===== src/rtl/wbmic_fifoctl.sv =====
// Wishbone-side sequencer for the MEMs-mic sample FIFO: gated/decimated sample
// writes, per-read FIFO pops, flush, overflow halt and threshold interrupt.
module wbmic_fifoctl #(
   parameter int unsigned BW = 12
) (
   input  logic          i_clk,
   input  logic          i_rst,
   input  logic          i_smpl_stb,
   input  logic [BW-1:0] i_smpl_data,
   input  logic          i_wb_cyc,
   input  logic          i_wb_stb,
   input  logic          i_wb_we,
   input  logic [1:0]    i_wb_addr,
   input  logic [31:0]   i_wb_data,
   output logic          o_wb_ack,
   output logic          o_wb_stall,
   output logic [31:0]   o_wb_data,
   output logic          o_fifo_rst,
   output logic          o_fifo_wr,
   output logic [BW-1:0] o_fifo_data,
   output logic          o_fifo_rd,
   input  logic [BW-1:0] i_fifo_data,
   input  logic          i_fifo_empty_n,
   input  logic [15:0]   i_fifo_status,
   input  logic          i_fifo_err,
   output logic          o_int
);

   typedef enum logic [1:0] {IDLE, FLUSH, RUN, HALT} state_t;

   state_t        state_q, state_d;
   logic          ack_q;
   logic [31:0]   wb_data_q, rdata_d;
   logic          fifo_rst_q, fifo_wr_q, fifo_rd_q, int_q, int_d;
   logic [BW-1:0] fifo_data_q;
   logic          int_en_q;
   logic [3:0]    decim_q, dcnt_q;
   logic [13:0]   thresh_q;
   logic          bus_req, ctrl_wr, thresh_wr, data_rd, smpl_take;
   logic [13:0]   fill;
   logic          unused_wb_bits;

   assign bus_req   = i_wb_cyc & i_wb_stb;
   assign ctrl_wr   = bus_req &  i_wb_we & (i_wb_addr == 2'd0);
   assign thresh_wr = bus_req &  i_wb_we & (i_wb_addr == 2'd1);
   assign data_rd   = bus_req & ~i_wb_we & (i_wb_addr == 2'd2);
   assign fill      = i_fifo_status[15:2];
   assign smpl_take = i_smpl_stb & (state_q == RUN) & (dcnt_q == 4'd0);
   assign unused_wb_bits = ^{i_wb_data[28], i_wb_data[23:14]};

   always_comb begin
      state_d = state_q;
      case (state_q)
         FLUSH:   state_d = RUN;
         RUN:     if (i_fifo_err) state_d = HALT;
         default: ;
      endcase
      // A CTRL write overrides the autonomous transitions above.
      if (ctrl_wr) begin
         if (!i_wb_data[31]) begin
            state_d = IDLE;
         end else begin
            case (state_q)
               IDLE:    state_d = i_wb_data[30] ? FLUSH : RUN;
               HALT:    state_d = FLUSH;
               default: if (i_wb_data[30]) state_d = FLUSH;
            endcase
         end
      end
   end

   always_comb begin
      rdata_d = '0;
      case (i_wb_addr)
         2'd0: begin
            rdata_d[31]    = (state_q == RUN) || (state_q == FLUSH);
            rdata_d[30]    = (state_q == HALT);
            rdata_d[29]    = int_en_q;
            rdata_d[28]    = int_q;
            rdata_d[27:24] = decim_q;
            rdata_d[15:0]  = i_fifo_status;
         end
         2'd1: rdata_d[13:0] = thresh_q;
         2'd2: begin
            if (i_fifo_empty_n) begin
               rdata_d[31]     = 1'b1;
               rdata_d[BW-1:0] = i_fifo_data;
            end
         end
         default: ;
      endcase
   end

   assign int_d = int_en_q && (((fill >= thresh_q) && (thresh_q != 14'd0)) || (state_q == HALT));

   always_ff @(posedge i_clk) begin
      if (i_rst) begin
         state_q     <= IDLE;
         ack_q       <= 1'b0;
         wb_data_q   <= '0;
         fifo_rst_q  <= 1'b0;
         fifo_wr_q   <= 1'b0;
         fifo_rd_q   <= 1'b0;
         fifo_data_q <= '0;
         int_q       <= 1'b0;
         int_en_q    <= 1'b0;
         decim_q     <= '0;
         dcnt_q      <= '0;
         thresh_q    <= '0;
      end else begin
         state_q    <= state_d;
         ack_q      <= bus_req;
         fifo_rst_q <= (state_d == FLUSH);
         fifo_rd_q  <= data_rd & i_fifo_empty_n;
         fifo_wr_q  <= smpl_take;
         int_q      <= int_d;
         if (bus_req && !i_wb_we) wb_data_q <= rdata_d;
         if (smpl_take) fifo_data_q <= i_smpl_data;
         if (ctrl_wr) begin
            int_en_q <= i_wb_data[29];
            decim_q  <= i_wb_data[27:24];
         end
         if (thresh_wr) thresh_q <= i_wb_data[13:0];
         // Entry straight from a CTRL write must see the decim being written now.
         if ((state_d == RUN) && (state_q != RUN))
            dcnt_q <= ctrl_wr ? i_wb_data[27:24] : decim_q;
         else if ((state_q == RUN) && i_smpl_stb)
            dcnt_q <= (dcnt_q == 4'd0) ? decim_q : dcnt_q - 4'd1;
      end
   end

   assign o_wb_ack    = ack_q;
   assign o_wb_stall  = 1'b0;
   assign o_wb_data   = wb_data_q;
   assign o_fifo_rst  = fifo_rst_q;
   assign o_fifo_wr   = fifo_wr_q;
   assign o_fifo_data = fifo_data_q;
   assign o_fifo_rd   = fifo_rd_q;
   assign o_int       = int_q;

endmodule


===== config.mk =====
export PLATFORM = sky130hd
export DESIGN_NAME = wbmic_fifoctl
export DESIGN_NICKNAME = d
export VERILOG_FILES = /design/src/rtl/wbmic_fifoctl.sv
export SDC_FILE = /design/constraint.sdc
export NUM_CORES = 1
export LEC_CHECK = 0
export ABC_AREA = 1
export BUFFER_PORTS_ARGS = -buffer_cell sky130_fd_sc_hd__buf_4
export CORE_MARGIN = 1.5
export CORE_UTILIZATION = 52
export DETAILED_ROUTE_END_ITERATION = 16
export PLACE_DENSITY = 0.91
export SLEW_MARGIN = 20
export SYNTH_ARGS = -nofsm -noshare
export SYNTH_HDL_FRONTEND = slang
export SYNTH_SLANG_ARGS = --single-unit

===== constraint.sdc =====
create_clock -name i_clk -period 4.4 [get_ports i_clk]
set_input_delay 0 -clock i_clk [delete_from_list [all_inputs] [get_ports i_clk]]
set_output_delay 0 -clock i_clk [all_outputs]
set_load 0.02 [all_outputs]

# Word-level counts from Yosys, hierarchy flattened
# Cells that the tools add are included.
[op_classes] add_sub_neg=1 magnitude_cmp=1 eq_ne=8 mux=18 n_bitwise=10 n_reduce_logical=13
[op_table] operator="12-bit case mux with 3 select lines" count=1
[op_table] operator="4-bit two-way mux" count=4
[op_table] operator="14-bit greater-or-equal comparator" count=1
[op_table] operator="14-bit nonzero test" count=1
[op_table] operator="12-bit two-way mux" count=1
[op_table] operator="2-bit two-way mux" count=6
[op_table] operator="2-bit case mux with 2 select lines" count=3
[op_table] operator="1-bit AND" count=9
[op_table] operator="2-bit equality test, second input constant" count=4
[op_table] operator="7-bit two-way mux" count=1
[op_table] operator="2-bit by 1-bit equality test with 1-bit output, second input constant" count=3
[op_table] operator="1-bit logical AND" count=5
[op_table] operator="2-bit zero test" count=2
[op_table] operator="4-bit zero test" count=1
[op_table] operator="4-bit by 1-bit subtractor with 4-bit output, second input constant" count=1
[op_table] operator="1-bit logical OR" count=2
[op_table] operator="2-bit inequality test, second input constant" count=1
[op_table] operator="1-bit case mux with 2 select lines" count=1
[op_table] operator="2-bit nonzero test" count=1
[op_table] operator="1-bit zero test" count=1
[op_table] operator="1-bit two-way mux" count=1
[op_table] operator="1-bit inverter" count=1
[word_totals] reg_bits=66 in_bits=82 out_inout_bits=50 wordCells=63

# Longest topological paths before layout
# Gate-level depths: netlist of run 1.
[logic_depth] word_depth=9 ltp_mapped=13 ltp_nobuf=13

# Worst setup path after synthesis of run 1
# Ideal clock, no wire load.
[synth_path] path_type="reg2reg" from="reg state_q[0]" to="reg dcnt_q[0]" setup_time_ns=0.128 arrival_ns=1.399 t_required_ns=4.272 setup_slack_ns=2.874 path_stages_with_launch=13 path_buffers=0 synth_period_minus_slack_ns=1.526 path_cell_list="dfxtp_1 -> inv_1 -> ha_1 -> nand2_1 -> nand2_1 -> nand2_1 -> nand3_1 -> nand2_2 -> nand2_4 -> nor2_2 -> nand2_1 -> nand2_1 -> a21oi_1"
[synth_via] elab_chain_len=9 word_cells_on_any_way=16 classes_between="5 x eq/ne; 7 x mux; 4 x reduce/logical"
[synth_lines] item="start: declaration" line="31" source="state_t state_q, state_d;"
[synth_lines] item="start signal: assignment" line="111" source="state_q <= state_d;"
[synth_lines] item="2-bit equality test (tied with other cells)" line="53, 127"
[synth_lines] item="2-bit case mux with 2 select lines" line="53" source="case (state_q)"
[synth_lines] item="2-bit two-way mux" line="66" source="default: if (i_wb_data[30]) state_d = FLUSH;"
[synth_lines] item="2-bit case mux with 2 select lines" line="63" source="case (state_q)"
[synth_lines] item="2-bit two-way mux" line="60" source="if (!i_wb_data[31]) begin"
[synth_lines] item="2-bit two-way mux" line="59" source="if (ctrl_wr) begin"
[synth_lines] item="2-bit equality test" line="125" source="if ((state_d == RUN) && (state_q != RUN))"
[synth_lines] item="1-bit logical AND" line="125"
[synth_lines] item="4-bit two-way mux or 2-bit nonzero test (tied branches)"
[synth_lines] item="end signal: assignment" line="126" source="dcnt_q <= ctrl_wr ? i_wb_data[27:24] : decim_q;"
[synth_lines] item="end signal: assignment" line="128" source="dcnt_q <= (dcnt_q == 4'd0) ? decim_q : dcnt_q - 4'd1;"
[synth_lines] item="end: declaration" line="37" source="logic [3:0] decim_q, dcnt_q;"
# Parallel ways exist; a longest one is shown, timed or not.
# A chain may end at the register's enable or synchronous reset.

# Worst setup path in the final report of run 1
[layout_path] from="reg dcnt_q[0]" to="reg fifo_data_q[10] (netlist: o_fifo_data[10])"
[layout_via] elab_chain_len=2
[layout_lines] item="4-bit zero test" line="48" source="assign smpl_take = i_smpl_stb & (state_q == RUN) & (dcnt_q == 4'd0);"
[layout_lines] item="1-bit AND" line="48"
[layout_lines] item="end signal: assignment" line="118" source="if (smpl_take) fifo_data_q <= i_smpl_data;"
[layout_lines] item="end: declaration" line="35" source="logic [BW-1:0] fifo_data_q;"
# Every way passes these cells.

==> metrics.md, run 1 <==
| Metric | Value |
|---|---|
| Die Wd | `83.02 um` |
| Area Overhead vs Synth | `40.62%` |
| Largest net degree at the start of global routing | `a little over 40` |
| WL/cell | `14.96 um` |
| Avg Inst Size Synth | `roughly 7.3 um2` |
| CTS Buf Count | `9` |
| Total number of vias | `3624` |
| ANT nets after route | `0` |
| First-pass DRT Iterations | `5` |
| Num Clock Sinks | `66` |
| Initial DRC Count | `roughly 250` |
| Std-Cell Rows | `28` |
| Core ar. | `6061 um2` |
| Total global routing track utilization | `0.2905` |
| Critical Path Fanout Max | `25` |
| Top_reg_cell synth | `dfxtp_1` |
| Antenna Cells | `0` |
| First-pass GRT wire length | `16.17 mm` |
| Fill cells | `451` |
| Crit path from | `dcnt_q[0]$_SDFFE_PP0P_` |
| DP HPWL | `approximately 6.7 mm` |
| Max Freq | `approximately 0.48 GHz` |
| Pwr dens | `322.8 nW/um2` |
| EDFF count, synth | `0` |
| Postcts setup bufs | `0` |
| CP startpoint kind | `register` |
| Worst skew pair latency | `350 ps` |
| R2r setup slk | `2300 ps` |
| Maximum VDD drop | `0.2575 mV` |
| Number of max-cap violations | `0` |
| Via/cell ratio | `approximately 5.4` |
| YS warnings | `0` |
| Tcrit/Tclk final | `0.4766` |
| Remaining DRCs | `0` |
| Remaining Overflow, GRT | `0` |
| Final Max Tran Viols | `0` |
| Vias in the first global route | `3629` |
| Pleak | `2.064 nW` |
| Outcome | `finished clean` |
| Routability Congestion | `0.9049` |
| Layout Nets | `692` |
| Crit. End Element | `register` |
| CTS tree | `built` |
| Hold crit path type | `in2reg` |
| Root buffer cell | `clkbuf_8` |
| Measured slew at the worst slew-check pin | `roughly 1000 ps` |
| FF-to-FF End | `o_fifo_data[10]$_SDFFE_PP0P_` |
| Post-synth ARST share | `0` |
| Setup crit end | `o_fifo_data[10]$_SDFFE_PP0P_` |
| Min cycle time layout | `approximately 2100 ps` |
| Synthesized cell area | `3329 um2` |
| Fin. Hold Viols | `0` |
| Unrepaired setup endpoints after global routing | `no` |
| Crit path DAT | `approximately 2300 ps` |
| Post-synthesis sequential area ratio | `0.3968` |
| Crit path kind | `reg2reg` |
| Initial core utilization | `0.5493` |
| Synthesis-stage register bit count | `66` |
| Final Hold Slack | `11.90 ps` |
| Ratio of cells with drive above 1 in the final layout | `0.2466` |
| Slew margin rel. | `0.3077` |
| Final setup TNS | `0 ps` |
| I/O Pins | `132` |
| Final setup fails | `0` |
| Mapped Cells | `454` |
| Die Area | `6891 um2` |
| Worst EP required | `4610 ps` |
| Die height | `about 83 um` |
| Clock slew at reported path FFs | `80 ps` |
| Placed insts | `621` |
| Final std cells w/o fill | `~670` |
| Clk buf depth | `2` |
| H-tree depth | `3` |
| Worst reg2reg path depth | `7` |
| Clock skew | `9.333 ps` |
| PortBufs | `111` |
| Final WL | `around 10 mm` |
| Worst r2r src | `dcnt_q[0]$_SDFFE_PP0P_` |
| Initial antenna violation count | `0` |
| Synth unique cells | `33` |
[critical path, stage by stage, from the launching register on]
cell and delay [ps]:
dfxtp_1 330, inv_1 80, ha_1 160, nand2_1 90, inv_2 90, nand4_1 670
o21ai_0 490, a21oi_1 70
[per-stage QoR]
step | util | instance area, um2 | setup slack, ps | power [mW]
floorplan | - | 3359 | 2874 | 0.8544
global placement | 0.6829 | 4139 | 2428 | 0.9517
detailed placement | 0.6829 | 4139 | 2355 | 0.9628
CTS | 0.7725 | 4682 | 2355 | 1.505
global route | 0.7725 | 4682 | 2041 | 1.584
finish | 0.7725 | 4682 | 2303 | 1.511
[cells by family after synthesis]
logic type,count (synthesis),synth area share
simple gates,157,0.2157
compound gates,121,0.1995
buf+inv,90,0.1154
flops,66,0.3968
fa+ha+maj,19,0.07140
other cells,1,0.001126
[timing repair]
| action | in CTS | in global routing |
|---|---|---|
| resized for setup | 0 | 0 |
| hold buffers | 34 | 0 |
| endpoints found under the hold margin | 34 | 0 |
[synth_stat cells (3+ instances only)]
library cell   n  area share
inv_1         54       0.061
buf_4          9       0.020
nand3_1       24       0.036
dfxtp_1       66        0.40
o31ai_1        6       0.014
buf_2          4      0.0060
ha_1          19       0.071
nor2_2         3      0.0056
a21oi_1       53       0.080
a22oi_1        3      0.0068
o21ai_0       43       0.065
nand4_1        3      0.0056
nor2_1        23       0.026
o211ai_1       8       0.018
nand2_1       89        0.10
nor3_1         4      0.0060
clkbuf_1      12       0.014
a31oi_1        4      0.0075
inv_2          8      0.0090
[layout by cell type (no fill, tap or decap), drive strengths merged, types with 4 or more instances in the layout]
master,synthesis,routed
nand3,25,25
o21ai,43,43
nor3,4,4
clkbuf,12,10
dfxtp,66,66
inv,62,62
o211ai,8,8
conb,1,9
ha,19,19
nand2,94,94
dlygate4sd3,0,34
a21oi,53,53
nor2,29,29
a31oi,4,4
o31ai,6,6
clkinv,1,5
buf,15,111
[routing by layer]
layer,up-vias,global-route usage,share of wire
met3,49,0.08350,0.071
met2,184,0.5174,0.50
met1,1639,0.3101,0.39
li1,1752,-,-
met5,-,0,0
met4,0,0.1515,0.040
[report_power, final]
| part | switching, mW | internal [mW] |
|---|---|---|
| Sequential | 0.0143 | 0.624 |
| Combinational | 0.198 | 0.146 |
| Clock | 0.251 | 0.278 |
[how the worst min path moves through the flow]
stage | slack, ps | endpoint | cells past startpoint | start
6_report | 10 | decim_q[3]$_SDFF_PP0_ | 2 | i_rst
5_1_grt | 7 | decim_q[3]$_SDFF_PP0_ | 2 | i_rst
4_1_cts | 0.8 | decim_q[3]$_SDFF_PP0_ | 2 | i_rst
3_5_place_dp | 290 | o_fifo_data[3]$_SDFFE_PP0P_ | 3 | i_smpl_data[3]
3_3_place_gp | 280 | int_en_q$_SDFFE_PP0P_ | 3 | i_wb_data[29]
2_1_floorplan | 160 | o_wb_data[12]$_SDFFE_PP0P_ | 2 | i_fifo_status[12]
[cell type report]
cell class | instances | area, um2 | area share
Clock buffer | 10 | 137.6 | 0.02940
Tap cell | 75 | 93.84 | 0.02004
Inverter | 63 | 236.5 | 0.05051
Multi-Input combinational cell | 306 | 1654 | 0.3533
Clock inverter | 6 | 65.06 | 0.01390
Sequential cell | 66 | 1321 | 0.2822
Timing Repair Buffer | 145 | 1174 | 0.2507
[state kept, by name, summed over array words and instances (netlist names)]
name         flops
dcnt_q           4
o_fifo_rst       1
o_fifo_rd        1
state_q          2
decim_q          4
o_int            1
thresh_q        14
o_wb_data       24
o_fifo_wr        1
o_wb_ack         1
int_en_q         1
o_fifo_data     12
Power figures use the tool's default switching activity.
==> inputs of run 2 (changes only) <==
--- a/config.mk
+++ b/config.mk
@@ -8,9 +8,9 @@
 export ABC_AREA = 1
 export BUFFER_PORTS_ARGS = -buffer_cell sky130_fd_sc_hd__buf_4
 export CORE_MARGIN = 1.5
-export CORE_UTILIZATION = 52
+export CORE_UTILIZATION = 49
 export DETAILED_ROUTE_END_ITERATION = 16
-export PLACE_DENSITY = 0.91
+export PLACE_DENSITY = 0.87
 export SLEW_MARGIN = 20
 export SYNTH_ARGS = -nofsm -noshare
 export SYNTH_HDL_FRONTEND = slang
==> constraint.sdc (replaced) <==
create_clock -name i_clk -period 2.19 [get_ports i_clk]
set_input_delay 0 -clock i_clk [delete_from_list [all_inputs] [get_ports i_clk]]
set_output_delay 0 -clock i_clk [all_outputs]
set_load 0.02 [all_outputs]
==> metrics.md, run 2 (same netlist as run 1, synthesis figures left out) <==
| Metric | Value |
|---|---|
| Core ar. | `6459 um2 (+6.6%)` |
| Min-Delay Path Depth | `2 (unchanged)` |
| Hold crit path type | `in2reg` |
| Most Frequent Cell on Critical Path | `nand2_1` |
| H-tree depth | `3 (unchanged)` |
| Clock skew | `7.731 ps (-1.602 ps)` |
| I/O Pins | `132 (unchanged)` |
| Crit path DAT | `2000 ps (-310 ps)` |
| Maximum VDD drop | `0.4225 mV (+64%)` |
| Pre-CTS WS | `432.1 ps (-1923 ps)` |
| CP startpoint kind | `register` |
| Number of max-cap violations | `0 (unchanged)` |
| WL/cell | `14.62 um (-2.3%)` |
| Vias in the first global route | `3690 (+1.7%)` |
| CTS Buf Count | `9 (unchanged)` |
| Final Max Tran Viols | `0 (unchanged)` |
| Pwr dens | `665.4 nW/um2 (+110%)` |
| WHS Endpoint | `state_q[0]$_SDFF_PP0_` |
| Root buffer cell | `clkbuf_8` |
| Failing checks | `design-rule violations` |
| WP depth | `12 (+5)` |
| Hold_sp | `i_rst` |
| Remaining Overflow, GRT | `0 (unchanged)` |
| Die Wd | `85.43 um (+2.9%)` |
| Commonest non-fill, non-tap cells in the layout | `buf_4 (116), nand2_1 (89), dfxtp_1 (66), inv_1 (54), a21oi_1 (53)` |
| Worst r2r src | `state_q[0]$_SDFF_PP0_` |
| Initial core utilization | `0.5155 (-0.03384)` |
| Setup WS post-layout | `418.2 ps (-1885 ps)` |
| Postcts setup bufs | `0 (unchanged)` |
| Final std cells w/o fill | `680 (+1.3%)` |
| Largest register FFs | `24 (unchanged)` |
| Clk buf depth | `2 (unchanged)` |
| Die height | `85.43 um (+2.9%)` |
| Routability Congestion | `0.8509 (-6.0%)` |
| Final Hold Slack | `15.68 ps (+3.779 ps)` |
| CTS tree | `built` |
| Final WL | `9.940 mm (-1.0%)` |
| Die Area | `7298 um2 (+5.9%)` |
| Min cycle time layout | `1772 ps (-325.4 ps)` |
| Hold-fix buffers, CTS | `36 (+5.9%)` |
| Cell family with most CP delay | `simple AND/OR/NAND/NOR gates` |
| Std-Cell Rows | `29 (+3.6%)` |
| Clock slew at reported path FFs | `70 ps (about the same)` |
| Via/cell ratio | `5.356 (-0.83%)` |
| FF-to-FF End | `dcnt_q[1]$_SDFFE_PP0P_` |
| Final setup TNS | `0 ps (unchanged)` |
| Ratio of cells with drive above 1 in the final layout | `0.2504 (+0.003770)` |
| Buffers & Inverters on Critical Path | `1 (-1)` |
| Measured slew at the worst slew-check pin | `773.6 ps (-263.7 ps)` |
| Final setup fails | `0 (unchanged)` |
| Initial antenna violation count | `0 (unchanged)` |
| Worst reg2reg path depth | `12 (+5)` |
| Critical Path Fanout Max | `6 (-76%)` |
| Total global routing track utilization | `0.2783 (-0.01220)` |
| Remaining DRCs | `5 (+5)` |
| DP HPWL | `6.807 mm (+2.3%)` |
| Critical Path Slowest Stage Cell | `ha_1` |
| Antenna Cells | `0 (unchanged)` |
| Initial DRC Count | `174 (-29%)` |
| CP cell instances | `inv_1 -> ha_1 -> nand2_1 -> nand2_1 -> nand2_1 -> nand3_1 -> nand2_2 -> nand2_4 -> nor2_2 -> nand2_1 -> nand2_1 -> a21oi_1` |
| Outcome | `finished, violations left` |
| Max Freq | `0.5644 GHz (+18%)` |
| PortBufs | `111 (unchanged)` |
| Crit path kind | `reg2reg` |
| Unrepaired setup endpoints after global routing | `no` |
| Crit. End Element | `register` |
| Worst skew pair latency | `350 ps (about the same)` |
| Commonest non-fill, non-tap cell in the layout | `buf_4` |
| Total number of vias | `3642 (+0.50%)` |
| Layout Nets | `699 (+1.0%)` |
| Num Clock Sinks | `66 (unchanged)` |
| Final core utilization | `0.7383 (-0.03422)` |
| Area Overhead vs Synth | `43.22%` |
| ANT nets after route | `0 (unchanged)` |
| Fin. Hold Viols | `0 (unchanged)` |
| Placed insts | `628 (+1.1%)` |
| Pleak | `2.119 nW (+2.7%)` |
| Slew margin rel. | `0.4837 (+0.1760)` |
| First-pass DRT Iterations | `11 (+6)` |
| Resized cells post-CTS | `0 (unchanged)` |
| Crit-path max cell delay | `380 ps (-290 ps)` |
| Worst EP required | `2420 ps (-2190 ps)` |
| Largest net degree at the start of global routing | `29 (-29%)` |
| First-pass GRT wire length | `16.12 mm (-0.30%)` |
| Tcrit/Tclk final | `0.8090 (+0.3324)` |
| R2r setup slk | `420 ps (-1880 ps)` |
## run 2: cell count changes in the layout (fill, tap and decap cells not counted), sizes merged
cell,change
buf,+5
clkbuf,+2
clkinv,-2
dlygate4sd3,+2
bufinv,+1
clkinvlp,-1
## run 2: worst max path at each step
stage                                from                      to  slack, ps
global placement    state_q[0]$_SDFF_PP0_  dcnt_q[1]$_SDFFE_PP0P_        560
global route        state_q[0]$_SDFF_PP0_  dcnt_q[3]$_SDFFE_PP0P_        240
CTS                 state_q[0]$_SDFF_PP0_  dcnt_q[1]$_SDFFE_PP0P_        420
detailed placement  state_q[0]$_SDFF_PP0_  dcnt_q[1]$_SDFFE_PP0P_        430
floorplan           state_q[0]$_SDFF_PP0_  dcnt_q[0]$_SDFFE_PP0P_        660
finish              state_q[0]$_SDFF_PP0_  dcnt_q[1]$_SDFFE_PP0P_        420
## run 2: worst reg2reg max path, stage by stage, from the launching register on
cell,delay [ps]
dfxtp_1,340
inv_1,90
ha_1,380
nand2_1,100
nand2_1,60
nand2_1,80
nand3_1,90
nand2_2,100
nand2_4,60
nor2_2,160
nand2_1,80
nand2_1,70
a21oi_1,50
## run 2: layer usage
layer,routed length (um),track usage,vias up
met5,0,0,-
met4,550,0.1686,0
met1,3833,0.3046,1628
met2,4786,0.4753,190
li1,-,-,1762
met3,770,0.07977,62
## run 2: power breakdown
part | switching (mW) | internal [mW]
registers | 0.0291 | 1.25
logic | 0.399 | 0.302
clock network | 0.486 | 0.704
total | 0.914 | 2.26
## run 2: final cells by class
| cell class | count | area [um2] |
|---|---|---|
| clock buffer | 12 | 155.1 |
| clock inverter | 4 | 73.82 |
| fill | 513 | 1690 |
| inverter | 63 | 236.5 |
| multi-input combinational | 306 | 1654 |
| sequential | 66 | 1321 |
| tap | 77 | 96.34 |
| timing repair buffer | 152 | 1231 |
## run 2: through the flow
| stage | cell area [um2] | total power, mW |
|---|---|---|
| global placement | 4179 | 1.915 |
| detailed placement | 4179 | 1.944 |
| finish | 4768 | 3.173 |
| floorplan | 3359 | 1.717 |
| CTS | 4768 | 3.163 |
| global route | 4768 | 3.331 |
